===== config.mk =====
export PLATFORM = sky130hd
export DESIGN_NAME = multicycle_main_fsm_flat
export DESIGN_NICKNAME = d
export VERILOG_FILES = /design/src/rtl/multicycle_main_fsm_if.sv /design/src/rtl/multicycle_main_fsm.sv /design/src/flat_wrapper.sv
export SDC_FILE = /design/constraint.sdc
export NUM_CORES = 1
export LEC_CHECK = 0
export CORE_ASPECT_RATIO = 0.9
export CORE_MARGIN = 2
export CORE_UTILIZATION = 29
export CTS_CLUSTER_SIZE = 24
export DETAILED_ROUTE_END_ITERATION = 6
export GPL_TIMING_DRIVEN = 0
export PLACE_DENSITY = 0.84
export SYNTH_ARGS = -nofsm -noshare
export SYNTH_HDL_FRONTEND = slang
export SYNTH_SLANG_ARGS = --single-unit

===== constraint.sdc =====
create_clock -name clk -period 1.7 [get_ports clk]
set_input_delay 0.51 -clock clk [delete_from_list [all_inputs] [get_ports clk]]
set_output_delay 0.51 -clock clk [all_outputs]
set_load 0.01 [all_outputs]

===== src/rtl/multicycle_main_fsm_if.sv =====
// Control bundle between the multicycle main FSM and the ARM datapath.
// The FSM side is the master: it samples instruction class/handshake and drives the controls.
interface multicycle_main_fsm_if;
  logic [1:0] op;
  logic [5:0] funct;
  logic       is_mult;
  logic       is_bx;
  logic       mem_ready;

  logic       ir_write;
  logic       next_pc;
  logic       adr_src;
  logic [1:0] alu_src_a;
  logic [1:0] alu_src_b;
  logic [1:0] result_src;
  logic       reg_w;
  logic       mem_w;
  logic       alu_op;
  logic       branch;
  logic       mult;
  logic       instr_done;
  logic       illegal;
  logic [3:0] state;

  modport master (
    input  op, funct, is_mult, is_bx, mem_ready,
    output ir_write, next_pc, adr_src, alu_src_a, alu_src_b, result_src,
           reg_w, mem_w, alu_op, branch, mult, instr_done, illegal, state
  );

  modport slave (
    output op, funct, is_mult, is_bx, mem_ready,
    input  ir_write, next_pc, adr_src, alu_src_a, alu_src_b, result_src,
           reg_w, mem_w, alu_op, branch, mult, instr_done, illegal, state
  );
endinterface


===== src/rtl/multicycle_main_fsm.sv =====
// Main control FSM of the multicycle ARM core: sequences fetch/decode/execute/
// memory/writeback and drives datapath selects, write enables and ALU qualifiers.
module multicycle_main_fsm #(
  parameter bit MEM_HANDSHAKE = 1'b1
) (
  input  logic                  clk,
  input  logic                  reset_n,
  multicycle_main_fsm_if.master bus
);

  typedef enum logic [3:0] {
    S_FETCH  = 4'd0,
    S_DECODE = 4'd1,
    S_MEMADR = 4'd2,
    S_MEMRD  = 4'd3,
    S_MEMWB  = 4'd4,
    S_MEMWR  = 4'd5,
    S_EXECR  = 4'd6,
    S_EXECI  = 4'd7,
    S_ALUWB  = 4'd8,
    S_BRANCH = 4'd9,
    S_EXECM  = 4'd10
  } state_e;

  state_e state_q, state_d;

  logic       mem_rdy;
  logic       ir_write_c, next_pc_c, reg_w_c, mem_w_c;
  logic       adr_src_c, alu_op_c, branch_c, mult_c, instr_done_c, illegal_c;
  logic [1:0] alu_src_a_c, alu_src_b_c, result_src_c;

  assign mem_rdy = MEM_HANDSHAKE ? bus.mem_ready : 1'b1;

  // NOTE: sequential state uses non-blocking assignments so every flop samples pre-edge values.
  always_ff @(posedge clk or negedge reset_n) begin
    if (!reset_n) state_q <= S_FETCH;
    else          state_q <= state_d;
  end

  // NOTE: every output gets a default before the case so no path leaves one unassigned (no latches).
  always_comb begin
    state_d      = state_q;
    ir_write_c   = 1'b0;
    next_pc_c    = 1'b0;
    adr_src_c    = 1'b0;
    alu_src_a_c  = 2'b00;
    alu_src_b_c  = 2'b00;
    result_src_c = 2'b00;
    reg_w_c      = 1'b0;
    mem_w_c      = 1'b0;
    alu_op_c     = 1'b0;
    branch_c     = 1'b0;
    mult_c       = 1'b0;
    instr_done_c = 1'b0;
    illegal_c    = 1'b0;

    unique case (state_q)
      S_FETCH: begin
        alu_src_a_c  = 2'b01;
        alu_src_b_c  = 2'b10;
        result_src_c = 2'b10;
        if (mem_rdy) begin
          ir_write_c = 1'b1;
          next_pc_c  = 1'b1;
          state_d    = S_DECODE;
        end
      end
      S_DECODE: begin
        alu_src_a_c  = 2'b01;
        alu_src_b_c  = 2'b10;
        result_src_c = 2'b10;
        unique case (bus.op)
          2'b00: begin
            if (bus.is_mult)       state_d = S_EXECM;
            else if (bus.is_bx)    state_d = S_BRANCH;
            else if (bus.funct[5]) state_d = S_EXECI;
            else                   state_d = S_EXECR;
          end
          2'b01: state_d = S_MEMADR;
          2'b10: state_d = S_BRANCH;
          default: begin
            illegal_c    = 1'b1;
            instr_done_c = 1'b1;
            state_d      = S_FETCH;
          end
        endcase
      end
      S_MEMADR: begin
        alu_src_b_c = 2'b01;
        state_d     = bus.funct[0] ? S_MEMRD : S_MEMWR;
      end
      S_MEMRD: begin
        adr_src_c = 1'b1;
        if (mem_rdy) state_d = S_MEMWB;
      end
      S_MEMWB: begin
        result_src_c = 2'b01;
        reg_w_c      = 1'b1;
        instr_done_c = 1'b1;
        state_d      = S_FETCH;
      end
      S_MEMWR: begin
        adr_src_c = 1'b1;
        mem_w_c   = 1'b1;
        if (mem_rdy) begin
          instr_done_c = 1'b1;
          state_d      = S_FETCH;
        end
      end
      S_EXECR: begin
        alu_op_c = 1'b1;
        state_d  = S_ALUWB;
      end
      S_EXECI: begin
        alu_src_b_c = 2'b01;
        alu_op_c    = 1'b1;
        state_d     = S_ALUWB;
      end
      S_EXECM: begin
        mult_c  = 1'b1;
        state_d = S_ALUWB;
      end
      S_ALUWB: begin
        reg_w_c      = 1'b1;
        instr_done_c = 1'b1;
        state_d      = S_FETCH;
      end
      S_BRANCH: begin
        alu_src_a_c  = 2'b10;
        alu_src_b_c  = bus.is_bx ? 2'b00 : 2'b01;
        branch_c     = 1'b1;
        result_src_c = 2'b10;
        instr_done_c = 1'b1;
        state_d      = S_FETCH;
      end
      default: state_d = S_FETCH;
    endcase
  end

  // Reset holds state at FETCH, whose outputs would otherwise fetch; keep every write enable low.
  assign bus.ir_write   = ir_write_c & reset_n;
  assign bus.next_pc    = next_pc_c  & reset_n;
  assign bus.reg_w      = reg_w_c    & reset_n;
  assign bus.mem_w      = mem_w_c    & reset_n;
  assign bus.adr_src    = adr_src_c;
  assign bus.alu_src_a  = alu_src_a_c;
  assign bus.alu_src_b  = alu_src_b_c;
  assign bus.result_src = result_src_c;
  assign bus.alu_op     = alu_op_c;
  assign bus.branch     = branch_c;
  assign bus.mult       = mult_c;
  assign bus.instr_done = instr_done_c;
  assign bus.illegal    = illegal_c;
  assign bus.state      = state_q;

endmodule

===== src/flat_wrapper.sv =====
// flat-port wrapper written by rule: the top's interface ports become plain ports
module multicycle_main_fsm_flat 
#(
  parameter bit MEM_HANDSHAKE = 1'b1
)
  (clk, reset_n, bus_op, bus_funct, bus_is_mult, bus_is_bx, bus_mem_ready, bus_ir_write, bus_next_pc, bus_adr_src, bus_alu_src_a, bus_alu_src_b, bus_result_src, bus_reg_w, bus_mem_w, bus_alu_op, bus_branch, bus_mult, bus_instr_done, bus_illegal, bus_state);
  multicycle_main_fsm_if bus_i ();
  input  logic clk;
  input  logic reset_n;
  input wire logic [$bits(bus_i.op)-1:0] bus_op;
  input wire logic [$bits(bus_i.funct)-1:0] bus_funct;
  input wire logic [$bits(bus_i.is_mult)-1:0] bus_is_mult;
  input wire logic [$bits(bus_i.is_bx)-1:0] bus_is_bx;
  input wire logic [$bits(bus_i.mem_ready)-1:0] bus_mem_ready;
  output wire logic [$bits(bus_i.ir_write)-1:0] bus_ir_write;
  output wire logic [$bits(bus_i.next_pc)-1:0] bus_next_pc;
  output wire logic [$bits(bus_i.adr_src)-1:0] bus_adr_src;
  output wire logic [$bits(bus_i.alu_src_a)-1:0] bus_alu_src_a;
  output wire logic [$bits(bus_i.alu_src_b)-1:0] bus_alu_src_b;
  output wire logic [$bits(bus_i.result_src)-1:0] bus_result_src;
  output wire logic [$bits(bus_i.reg_w)-1:0] bus_reg_w;
  output wire logic [$bits(bus_i.mem_w)-1:0] bus_mem_w;
  output wire logic [$bits(bus_i.alu_op)-1:0] bus_alu_op;
  output wire logic [$bits(bus_i.branch)-1:0] bus_branch;
  output wire logic [$bits(bus_i.mult)-1:0] bus_mult;
  output wire logic [$bits(bus_i.instr_done)-1:0] bus_instr_done;
  output wire logic [$bits(bus_i.illegal)-1:0] bus_illegal;
  output wire logic [$bits(bus_i.state)-1:0] bus_state;
  assign bus_i.op = bus_op;
  assign bus_i.funct = bus_funct;
  assign bus_i.is_mult = bus_is_mult;
  assign bus_i.is_bx = bus_is_bx;
  assign bus_i.mem_ready = bus_mem_ready;
  assign bus_ir_write = bus_i.ir_write;
  assign bus_next_pc = bus_i.next_pc;
  assign bus_adr_src = bus_i.adr_src;
  assign bus_alu_src_a = bus_i.alu_src_a;
  assign bus_alu_src_b = bus_i.alu_src_b;
  assign bus_result_src = bus_i.result_src;
  assign bus_reg_w = bus_i.reg_w;
  assign bus_mem_w = bus_i.mem_w;
  assign bus_alu_op = bus_i.alu_op;
  assign bus_branch = bus_i.branch;
  assign bus_mult = bus_i.mult;
  assign bus_instr_done = bus_i.instr_done;
  assign bus_illegal = bus_i.illegal;
  assign bus_state = bus_i.state;
  multicycle_main_fsm #(.MEM_HANDSHAKE(MEM_HANDSHAKE)) u_core (.clk(clk), .reset_n(reset_n), .bus(bus_i));
endmodule

* Yosys cells after proc, flatten, opt, wreduce, memory -nomap -nowiden
Cells that the tools add are included.
Widths: inputs -> output; s select.
** Cells by class
- Reduce and logical (&&, ||, !) cells :: 12
- Equality and inequality tests :: 15
- Bitwise operators :: 3
- Muxes and demuxes :: 24
** Operator list (count)
- $pmux 4 s6 :: 1
- $mux 4 :: 5
- $eq 4x3->1 const B :: 4
- $eq 4x4->1 const B :: 3
- $mux 1 :: 12
- $pmux 4 s3 :: 1
- $reduce_or 3->1 :: 4
- $reduce_or 2->1 :: 5
- $eq 4x2->1 const B :: 2
- $pmux 2 s2 :: 2
- $ne 2x2->1 const B :: 3
- $pmux 2 s3 :: 1
- $eq 4x1->1 const B :: 1
- $logic_not 4->1 :: 1
- $and 1x1->1 :: 3
- $mux 3 :: 1
- $pmux 1 s3 :: 1
- $reduce_and 3->1 :: 1
- $eq 2x1->1 const B :: 1
- $eq 2x2->1 const B :: 1
- $logic_not 2->1 :: 1
** Word-level totals
- Output and inout port bits :: 20
- Word-level logic and storage cells :: 55
- Input bits :: 13
- Register bits :: 4

* Longest topological paths before layout
Gate-level depths: netlist of the first run.
- Depth in word-level cells :: 5
- Depth in mapped cells :: 5
- Mapped depth without buffers :: 4

* Worst setup path before layout of the first run
Ideal clock, no wire load.
- Path type :: reg-to-output
- From :: register u_core.state_q[2] (netlist: u_core.bus.state[2])
- To :: output port bus_next_pc
- Arrival time :: 1.403 ns
- Data required time :: 1.190 ns
- Buffers on the path :: 2
- Stages on the path, launching flop included :: 5
- Slack :: -0.213 ns
- Cells stage by stage :: dfrtp_1 -> buf_6 -> or2_2 -> nor3_1 -> buf_4
** Between the ends
- Word-level cells in the longest chain between the ends :: 3
** RTL lines
- from (decl) :: line multicycle_main_fsm.sv:25 : state_e state_q, state_d;
- from (signal assigned) :: line multicycle_main_fsm.sv:37 : else state_q <= state_d;
- $logic_not 4->1
- $mux 1
- $and 1x1->1
- to (decl) :: line flat_wrapper.sv:16 : output wire logic [$bits(bus_i.next_pc)-1:0] bus_next_pc;
Every way passes these cells.

* Worst setup path in the final report of the first run
- From :: register u_core.state_q[2] (netlist: u_core.bus.state[2])
- To :: output port bus_instr_done
** Between the ends
- Word-level cells in the longest chain between the ends :: 3
- Elaborated cells between the ends (all ways) :: 7
- Those cells by class :: eq/ne (5); mux (1); reduce/logical (1)
** RTL lines
- $eq 4x4->1 or $eq 4x3->1 (tied branches) :: line multicycle_main_fsm.sv:57 : unique case (state_q)
- $reduce_or 3->1 (no source line)
- $pmux 1 s3 (*) :: line multicycle_main_fsm.sv:57
- to (decl) :: line flat_wrapper.sv:26 : output wire logic [$bits(bus_i.instr_done)-1:0] bus_instr_done;
Every way passes the cells marked *; elsewhere a longest branch is shown, timed or not.

==> results of run 1 <==
==> final timing paths <==
path | start | end | slack, ps
setup / recovery | u_core.bus.state[2]$_DFFE_PN0P_ | bus_instr_done | -400
hold / removal | reset_n | u_core.bus.state[3]$_DFFE_PN0P_ | 240
setup reg to reg | u_core.bus.state[2]$_DFFE_PN0P_ | u_core.bus.state[2]$_DFFE_PN0P_ | 40
hold reg to reg | u_core.bus.state[1]$_DFFE_PN0P_ | u_core.bus.state[2]$_DFFE_PN0P_ | 730
max in group asynchronous | reset_n | u_core.bus.state[1]$_DFFE_PN0P_ | 1240
min in group clk | bus_mem_ready | u_core.bus.state[2]$_DFFE_PN0P_ | 690
==> area by class of cell <==
| type | count | share of cell area, % |
|---|---|---|
| Timing Repair Buffer | 38 | 35.1 |
| Multi-Input combinational cell | 49 | 40.5 |
| Buffer | 7 | 7.32 |
| Inverter | 4 | 1.63 |
| Tap cell | 15 | 2.03 |
| Sequential cell | 4 | 11.0 |
| Clock buffer | 3 | 2.44 |
==> Yosys cell counts (2+ instances only) <==
master | instances | area [sq um]
buf_4 | 3 | 22.5
o22ai_1 | 3 | 18.8
nor3_1 | 5 | 25.0
buf_2 | 3 | 15.0
nor2_1 | 8 | 30.0
nand2_1 | 7 | 26.3
dfrtp_1 | 4 | 100
a21oi_1 | 3 | 15.0
o21a_1 | 2 | 15.0
o21ai_0 | 2 | 10.0
inv_1 | 4 | 15.0
or3_1 | 2 | 12.5
and3_1 | 2 | 12.5
==> power breakdown <==
group / switching (mW) / total (mW) / leakage (nW) / internal (mW)
sequential: 0.0379 / 0.175 / 0.0514 / 0.137
combinational: 0.677 / 1.44 / 0.377 / 0.761
clock: 0.0388 / 0.118 / 0.0138 / 0.0789
total: 0.754 / 1.73 / 0.442 / 0.977
==> timing repair <==
action	4_1_cts	5_1_grt
resized for setup	83	18
setup buffers	5	5
setup endpoints to repair	17	16
hold endpoints to repair	0	0
pin swaps	7	6
==> worst max-delay path: cells and delay by family, from the launching register on <==
kind / cells / cell delay, ps
flip-flops: 1 / 380
AO/OA/AOI/OAI: 1 / 170
AND/OR/NAND/NOR: 1 / 550
buffers and inverters: 2 / 250
==> metal layers <==
metal	share of wire, %	routed length (microns)	track usage [%]
met5	0	0	0
met4	0.51	8	2.21
met1	39	608	17.0
met3	8.1	127	6.47
met2	52	817	30.6
==> through the flow <==
stage	hold slack [ps]	power [mW]	area (sq um)
6_report	237	1.73	923
3_5_place_dp	728	1.32	773
4_1_cts	229	1.53	828
2_1_floorplan	214	0.849	474
3_3_place_gp	709	1.30	773
5_1_grt	232	1.86	923
==> cell families (layout without fill, tap and decap cells) <==
logic type,after synthesis,in the layout,synth area share (%)
AO/OA/AOI/OAI,16,16,23.1
XOR/XNOR,2,2,3.89
buffers and inverters,11,52,14.2
flip-flops,4,4,22.2
AND/OR/NAND/NOR,31,31,36.7
==> metrics.csv, run 1 <==
stage,metric,value,unit
sta,Max Slew Vio Count,0,
floorplan,starting density of the core,31.1,%
setup_path,cell chain of the critical path,buf_6 -> or4b_4 -> o22ai_4 -> buf_6,
clock_network,Clock Root Buffer,clkbuf_4,
floorplan,die area,1880,sq um
route,Pre-Repair DR Iteration Count,4,
global_route,initial antenna violation count,0,
clock_network,CTS buffer count,3,
final_layout,layout cells sized above 1,54.3,%
floorplan,DIE WIDTH,45.5,microns
logic_synthesis,"Seq/Total Area, Yosys",22.2,%
logic_synthesis,post-synth cell types,29,
floorplan,Ports,33,
place,DP HPWL,1020,microns
logic_synthesis,syn_area_per_cell,7.04,sq um
power_and_ir_drop,Pleak,0.442,nW
floorplan,Rows,13,
logic_synthesis,async set-reset flop share out of synthesis,100,%
power_and_ir_drop,pwr dens,1870,nW/um^2
global_route,gr ovfl total,0,
clock_network,CTS tree,done,
run_status,outcome,finished with violations,
setup_path,slowest CP cell,or4b_4,
place,gpl congestion,0.849,
setup_path,CP Max Fanout,6,
sta,Worst-Margin Slew,391,ps
final_layout,# diodes,0,
setup_path,critical path class,flip-flop to primary output,
logic_synthesis,Post-synth EDFFs,0,
global_route,total track usage,16.0,%
clock_network,Clock Latency Late Sink,240,ps
sta,Slew Limit Headroom,73.3,%
final_layout,"commonest cells after routing, fill and taps aside","buf_6, buf_4, buf_2",
setup_path,CP most frequent cell,buf_6,
global_route,first-pass GRT wire length,2060,microns
final_layout,"commonest non-fill, non-tap cell in the layout",buf_6,
route,Iter 0 DRT Violations,5,
global_route,vias in the first global route,523,
setup_path,CP arrival,1590,ps
sta,Final min period,2100,ps
setup_path,CP peak stage delay,550,ps
clock_network,# hold bufs at CTS,0,
logic_synthesis,Yosys warning total,0,
power_and_ir_drop,Peak supply drop,0.974,mV
final_layout,final net count,120,
sta,Max Clk Rate,477,MHz
final_layout,final non-filler cell total,120,
floorplan,core area,1450,sq um
logic_synthesis,#FFs+latches synth,4,
final_layout,Finished Core Util,63.8,%
place,setup slack at placement,-849,ps
final_layout,Layout fillers,128,
logic_synthesis,synthesized netlist cell count,64,
sta,unrepaired setup endpoints after global routing,yes,
final_layout,Reg area,101,sq um
route,Vias,617,
logic_synthesis,Mapped Area,450,sq um
route,wire per inst,13.0,microns
sta,# setup viols final,16,
place,quantity of I/O buffers inserted on ports,28,
run_status,failing checks,setup timing,
setup_path,CP Launch Type,flip-flop,
setup_path,required time of the critical path,1190,ps
route,Via density,5.14,
route,Post-DRT Antenna Nets,0,
sta,setup TNS,-3450,ps
final_layout,number of flip-flops in the largest register,4,
logic_synthesis,syn_nets,77,
final_layout,area grow syn2layout,105,%
sta,final setup margin,-395,ps
route,WL final,1560,microns
sta,Tcrit/Tclk final,123,%
clock_network,H-tree depth,1,
clock_network,clock sinks,4,
final_layout,multi-input logic area,374,sq um
min_path,Min-Delay Path Class,primary input to async pin,
route,Post-route DRC,0,
floorplan,Die Y,41.4,microns
sta,"Hold Vio Cnt, Final",0,
job,Max-cap violations,0,
clock_network,Bufs on Longest Clock Path,2,
global_route,largest net degree at the start of global routing,11,
sta,final clock skew,5.05,ps
place,placed insts,107,
setup_path,Register-to-Register Path Depth,6,
logic_synthesis,ys flop type,dfrtp_1,
setup_path,nature of the critical path endpoint,primary output,
clock_network,"Clk pin slew, worst setup/hold paths",40,ps
No activity file was read; power rests on OpenSTA's default activity.
==> inputs of run 2 (changes only) <==
- MAX_ROUTING_LAYER: default -> met4
==> run 2 against run 1 <==
The run still ends with setup timing left. Via count up 3.9%. Sequential share of layout area decreased by 0.98 points. Die area did not move. Worst hold slack lost 2.1 ps. Critical path depth unchanged. Critical path type unchanged.
==> metrics.csv, run 2 (synthesis results as in run 1) <==
stage,metric,value,unit
place,gpl congestion,0.860,
clock_network,"Clk pin slew, worst setup/hold paths",40,ps
global_route,total track usage,18.3,%
final_layout,"commonest cells after routing, fill and taps aside","buf_6, buf_2, buf_4",
sta,Slew Limit Headroom,73.0,%
setup_path,critical path class,flip-flop to primary output,
floorplan,DIE WIDTH,45.5,microns
route,wl on met1,722,microns
setup_path,cell chain of the critical path,buf_6 -> or4b_4 -> o22ai_4 -> buf_2,
clock_network,Bufs on Longest Clock Path,2,
power_and_ir_drop,P_sw,808,uW
power_and_ir_drop,Seq pwr share,8.9,%
setup_path,Crit path max-delay family,simple AND/OR/NAND/NOR gates,
floorplan,Rows,13,
setup_path,slowest CP cell,or4b_4,
route,Vias,641,
route,DR top layer,met4,
setup_path,"setup slack, reg-to-reg",90,ps
global_route,gr ovfl total,0,
sta,WHS,234,ps
floorplan,die area,1880,sq um
final_layout,layout cells sized above 1,59.1,%
setup_path,CP Max Fanout,8,
floorplan,starting density of the core,31.1,%
final_layout,Layout fillers,109,
place,quantity of I/O buffers inserted on ports,28,
sta,Worst-Margin Slew,404,ps
sta,Max Clk Rate,469,MHz
final_layout,Reg area,101,sq um
setup_path,instance count on the critical path,4,
setup_path,R2R Path Start,u_core.bus.state[2]$_DFFE_PN0P_,
run_status,failing checks,setup timing,
setup_path,CP Launch Type,flip-flop,
power_and_ir_drop,Int Pwr,1.05,mW
global_route,initial antenna violation count,0,
power_and_ir_drop,Clock power frac,6.8,%
power_and_ir_drop,Power Total,1.85,mW
sta,Tcrit/Tclk final,125,%
power_and_ir_drop,Peak supply drop,1.04,mV
clock_network,H-tree depth,1,
sta,final clock skew,9.56,ps
clock_network,Clock Root Buffer,clkbuf_4,
sta,Max Slew Vio Count,0,
route,Iter 0 DRT Violations,5,
final_layout,# diodes,0,
floorplan,Die Y,41.4,microns
route,wire per inst,13.4,microns
place,DP HPWL,1000,microns
min_path,Min-Delay Path Class,primary input to async pin,
route,met3 WL,132,microns
global_route,vias in the first global route,543,
power_and_ir_drop,Sw Share,43.6,%
route,Via density,5.13,
floorplan,Ports,33,
setup_path,CP peak stage delay,550,ps
sta,"Hold Vio Cnt, Final",0,
setup_path,reg2reg end,u_core.bus.state[0]$_DFFE_PN0P_,
setup_path,Buf/Inv on CP,2,
final_layout,area grow syn2layout,125,%
route,WL final,1680,microns
clock_network,CTS buffer count,3,
place,Area after DPL,773,sq um
job,Max-cap violations,0,
sta,unrepaired setup endpoints after global routing,yes,
clock_network,Clock Latency Late Sink,250,ps
final_layout,final instance area,1010,sq um
place,setup slack at placement,-858,ps
clock_network,CTS tree,done,
final_layout,multi-input logic area,410,sq um
final_layout,final net count,125,
final_layout,"commonest non-fill, non-tap cell in the layout",buf_6,
clock_network,# hold bufs at CTS,0,
floorplan,core area,1450,sq um
setup_path,CP arrival,1620,ps
route,Post-DRT Antenna Nets,0,
setup_path,nature of the critical path endpoint,primary output,
final_layout,Finished Core Util,70.0,%
clock_network,clock sinks,4,
global_route,largest net degree at the start of global routing,11,
power_and_ir_drop,combinational power share,84.3,%
sta,final setup margin,-433,ps
route,Pre-Repair DR Iteration Count,4,
setup_path,Register-to-Register Path Depth,6,
global_route,first-pass GRT wire length,2280,microns
route,Post-route DRC,0,
power_and_ir_drop,pwr dens,1830,nW/um^2
run_status,outcome,finished with violations,
route,routed wl met2,801,microns
setup_path,required time of the critical path,1190,ps
sta,# setup viols final,15,
sta,Final min period,2130,ps
final_layout,number of flip-flops in the largest register,4,
power_and_ir_drop,Pleak,0.475,nW
-- run 2: per-layer routing --
metal	GRT usage, %	vias up
li1	-	314
met1	19.5	295
met2	32.7	27
met3	5.60	5
met4	6.62	0
met5	-	-
-- run 2: power groups by stage --
stage	combinational (mW)	clock, mW	sequential (mW)
detailed placement	1.15	0	0.164
floorplan	0.669	0	0.180
finish	1.56	0.126	0.165
CTS	1.29	0.121	0.165
global route	1.68	0.143	0.170
global placement	1.15	0	0.162
-- run 2: cell type report --
class / count / share of cell area, %
plain buffers: 7 / 6.42
clock buffers: 3 / 2.22
inverters: 4 / 1.73
multi-input cells: 49 / 40.5
flip-flops and latches: 4 / 10.0
well taps: 15 / 1.85
repair buffers: 43 / 37.3
-- run 2: metrics by stage --
| stage | setup TNS (ps) | std cells |
|---|---|---|
| after global placement | -7860 | 107 |
| after global routing | -4710 | 125 |
| after floorplan | -267 | 64 |
| after detailed placement | -8060 | 107 |
| after CTS | -3310 | 118 |
| final | -3730 | 125 |
-- run 2: worst max-delay path by stage --
stage / startpoint / end
2_1_floorplan: u_core.bus.state[2]$_DFFE_PN0P_ / bus_instr_done
3_3_place_gp: reset_n / bus_next_pc
3_5_place_dp: reset_n / bus_next_pc
4_1_cts: u_core.bus.state[3]$_DFFE_PN0P_ / bus_instr_done
5_1_grt: u_core.bus.state[2]$_DFFE_PN0P_ / bus_instr_done
6_report: u_core.bus.state[2]$_DFFE_PN0P_ / bus_instr_done
-- run 2: worst register-to-register path: cells and delay by family (launching register included) --
family	cells	cell delay, ps
buffers and inverters	2	310
flip-flops	1	380
AO/OA/AOI/OAI	2	200
AND/OR/NAND/NOR	2	630
-- run 2: repair_timing --
item,4_1_cts,5_1_grt
hold endpoints to repair,0,0
resized for setup,88,17
buffers inserted,8,7
setup endpoints to repair,17,17
pin swaps,7,5
==> inputs of run 3 (changes only) <==
- CELL_PAD_IN_SITES_DETAIL_PLACEMENT: default -> 0
- CELL_PAD_IN_SITES_GLOBAL_PLACEMENT: default -> 1
- CORE_UTILIZATION: 29 -> 19
==> run 3 against run 2 <==
The run still ends with setup timing left. Non-clock buffer count shrank 5. Total power shrank 5.0%. Critical path depth is the same. Worst hold slack gained 3.7 ps. Combinational power shrank 6%. Maximum frequency grew 1.9%. Global-route usage shrank 6.5 points. Worst setup slack gained 41 ps. Clock skew shrank 6.3 ps. Flip-flop and latch count is the same. Critical path type unchanged. Largest power group unchanged.
==> metrics.csv, run 3 (synthesis results as in run 1) <==
stage,metric,value,unit
setup_path,nature of the critical path endpoint,primary output,
power_and_ir_drop,Pleak,0.459,nW
setup_path,CP arrival,1580,ps
floorplan,Rows,16,
power_and_ir_drop,pwr dens,1830,nW/um^2
setup_path,CP Launch Type,flip-flop,
run_status,failing checks,setup timing,
sta,Max Clk Rate,478,MHz
sta,WHS,238,ps
place,DP HPWL,1100,microns
setup_path,cell chain of the critical path,buf_6 -> or4b_4 -> o22ai_4 -> buf_6,
power_and_ir_drop,Peak supply drop,0.748,mV
setup_path,required time of the critical path,1190,ps
route,DR top layer,met4,
route,Pre-Repair DR Iteration Count,4,
global_route,largest net degree at the start of global routing,11,
setup_path,CP peak stage delay,540,ps
floorplan,DIE WIDTH,55.3,microns
global_route,first-pass GRT wire length,2490,microns
sta,Final min period,2090,ps
floorplan,Die Y,50.2,microns
power_and_ir_drop,Sw Share,43.3,%
route,Post-route DRC,0,
clock_network,"Clk pin slew, worst setup/hold paths",40,ps
sta,Tcrit/Tclk final,123,%
setup_path,R2R Path Start,u_core.bus.state[3]$_DFFE_PN0P_,
place,setup slack at placement,-854,ps
setup_path,CP Max Fanout,7,
route,routed wl met2,760,microns
final_layout,area grow syn2layout,114,%
route,wire per inst,11.9,microns
global_route,gr ovfl total,0,
setup_path,slowest CP cell,or4b_4,
clock_network,CTS tree,done,
place,quantity of I/O buffers inserted on ports,28,
sta,"Hold Vio Cnt, Final",0,
floorplan,die area,2780,sq um
sta,unrepaired setup endpoints after global routing,yes,
clock_network,Clock Root Buffer,clkbuf_4,
clock_network,H-tree depth,1,
sta,final clock skew,3.30,ps
setup_path,Register-to-Register Path Depth,5,
place,gpl congestion,0.829,
floorplan,Ports,33,
setup_path,reg2reg end,u_core.bus.state[3]$_DFFE_PN0P_,
power_and_ir_drop,Seq pwr share,10.3,%
route,Vias,610,
global_route,vias in the first global route,557,
route,WL final,1580,microns
final_layout,layout cells sized above 1,59.0,%
min_path,Min-Delay Path Class,primary input to async pin,
sta,Max Slew Vio Count,0,
clock_network,clock sinks,4,
sta,final setup margin,-393,ps
setup_path,CP most frequent cell,buf_6,
route,wl on met1,657,microns
power_and_ir_drop,Int Pwr,999,uW
route,Post-DRT Antenna Nets,0,
floorplan,starting density of the core,20.5,%
power_and_ir_drop,P_sw,763,uW
job,Max-cap violations,0,
final_layout,Layout fillers,231,
sta,setup TNS,-2720,ps
setup_path,"setup slack, reg-to-reg",150,ps
route,Iter 0 DRT Violations,19,
final_layout,number of flip-flops in the largest register,4,
final_layout,final net count,120,
setup_path,Crit path max-delay family,simple AND/OR/NAND/NOR gates,
route,Via density,4.62,
sta,Worst-Margin Slew,423,ps
final_layout,# diodes,0,
final_layout,"commonest cells after routing, fill and taps aside","buf_6, buf_4, buf_2",
clock_network,Clock Latency Late Sink,240,ps
run_status,outcome,finished with violations,
setup_path,critical path class,flip-flop to primary output,
floorplan,core area,2200,sq um
clock_network,CTS buffer count,3,
sta,# setup viols final,16,
sta,Slew Limit Headroom,71.7,%
clock_network,Bufs on Longest Clock Path,2,
power_and_ir_drop,combinational power share,83.1,%
setup_path,Buf/Inv on CP,2,
power_and_ir_drop,Clock power frac,6.7,%
global_route,total track usage,11.9,%
route,met3 WL,146,microns
global_route,initial antenna violation count,0,
-- run 3: worst max-delay path by stage --
stage,start,endpoint,cells after the start
floorplan,u_core.bus.state[2]$_DFFE_PN0P_,bus_instr_done,3
global placement,reset_n,bus_next_pc,5
detailed placement,reset_n,bus_next_pc,5
CTS,u_core.bus.state[2]$_DFFE_PN0P_,bus_instr_done,4
global route,u_core.bus.state[3]$_DFFE_PN0P_,bus_instr_done,4
finish,u_core.bus.state[3]$_DFFE_PN0P_,bus_instr_done,4
-- run 3: power groups by stage --
stage	Clock, mW	Combinational (mW)	Sequential [mW]
4_1_cts	0.125	1.29	0.169
2_1_floorplan	0	0.669	0.180
3_3_place_gp	0	1.15	0.164
5_1_grt	0.133	1.57	0.188
3_5_place_dp	0	1.16	0.165
6_report	0.118	1.46	0.181
-- run 3: through the flow --
stage,instance area (sq um),util [%],power [mW],cells
2_1_floorplan,474,-,0.849,64
3_3_place_gp,788,35.8,1.31,119
3_5_place_dp,788,35.8,1.32,119
4_1_cts,860,39.0,1.58,128
5_1_grt,965,43.8,1.89,132
6_report,965,43.8,1.76,132
-- run 3: what timing repair did --
action                     CTS  global route
buffers inserted             6             5
pin swaps                    7             4
gates resized for setup     85            27
hold buffers                 0             0
setup endpoints to repair   17            17
-- run 3: layout make-up --
type                       instances  area, sq um  area share (%)
timing repair buffer              39          340            35.3
buffer                             6         60.1            6.23
inverter                           4         17.5            1.82
sequential                         4          103            10.6
tap                               27         33.8            3.50
multi-input combinational         49          388            40.2
clock buffer                       3         22.5            2.33
-- run 3: routing by layer --
| metal | vias up | track usage (%) |
|---|---|---|
| li1 | 302 | - |
| met1 | 272 | 13.3 |
| met2 | 34 | 19.6 |
| met3 | 2 | 4.64 |
| met4 | 0 | 3.66 |
| met5 | - | - |
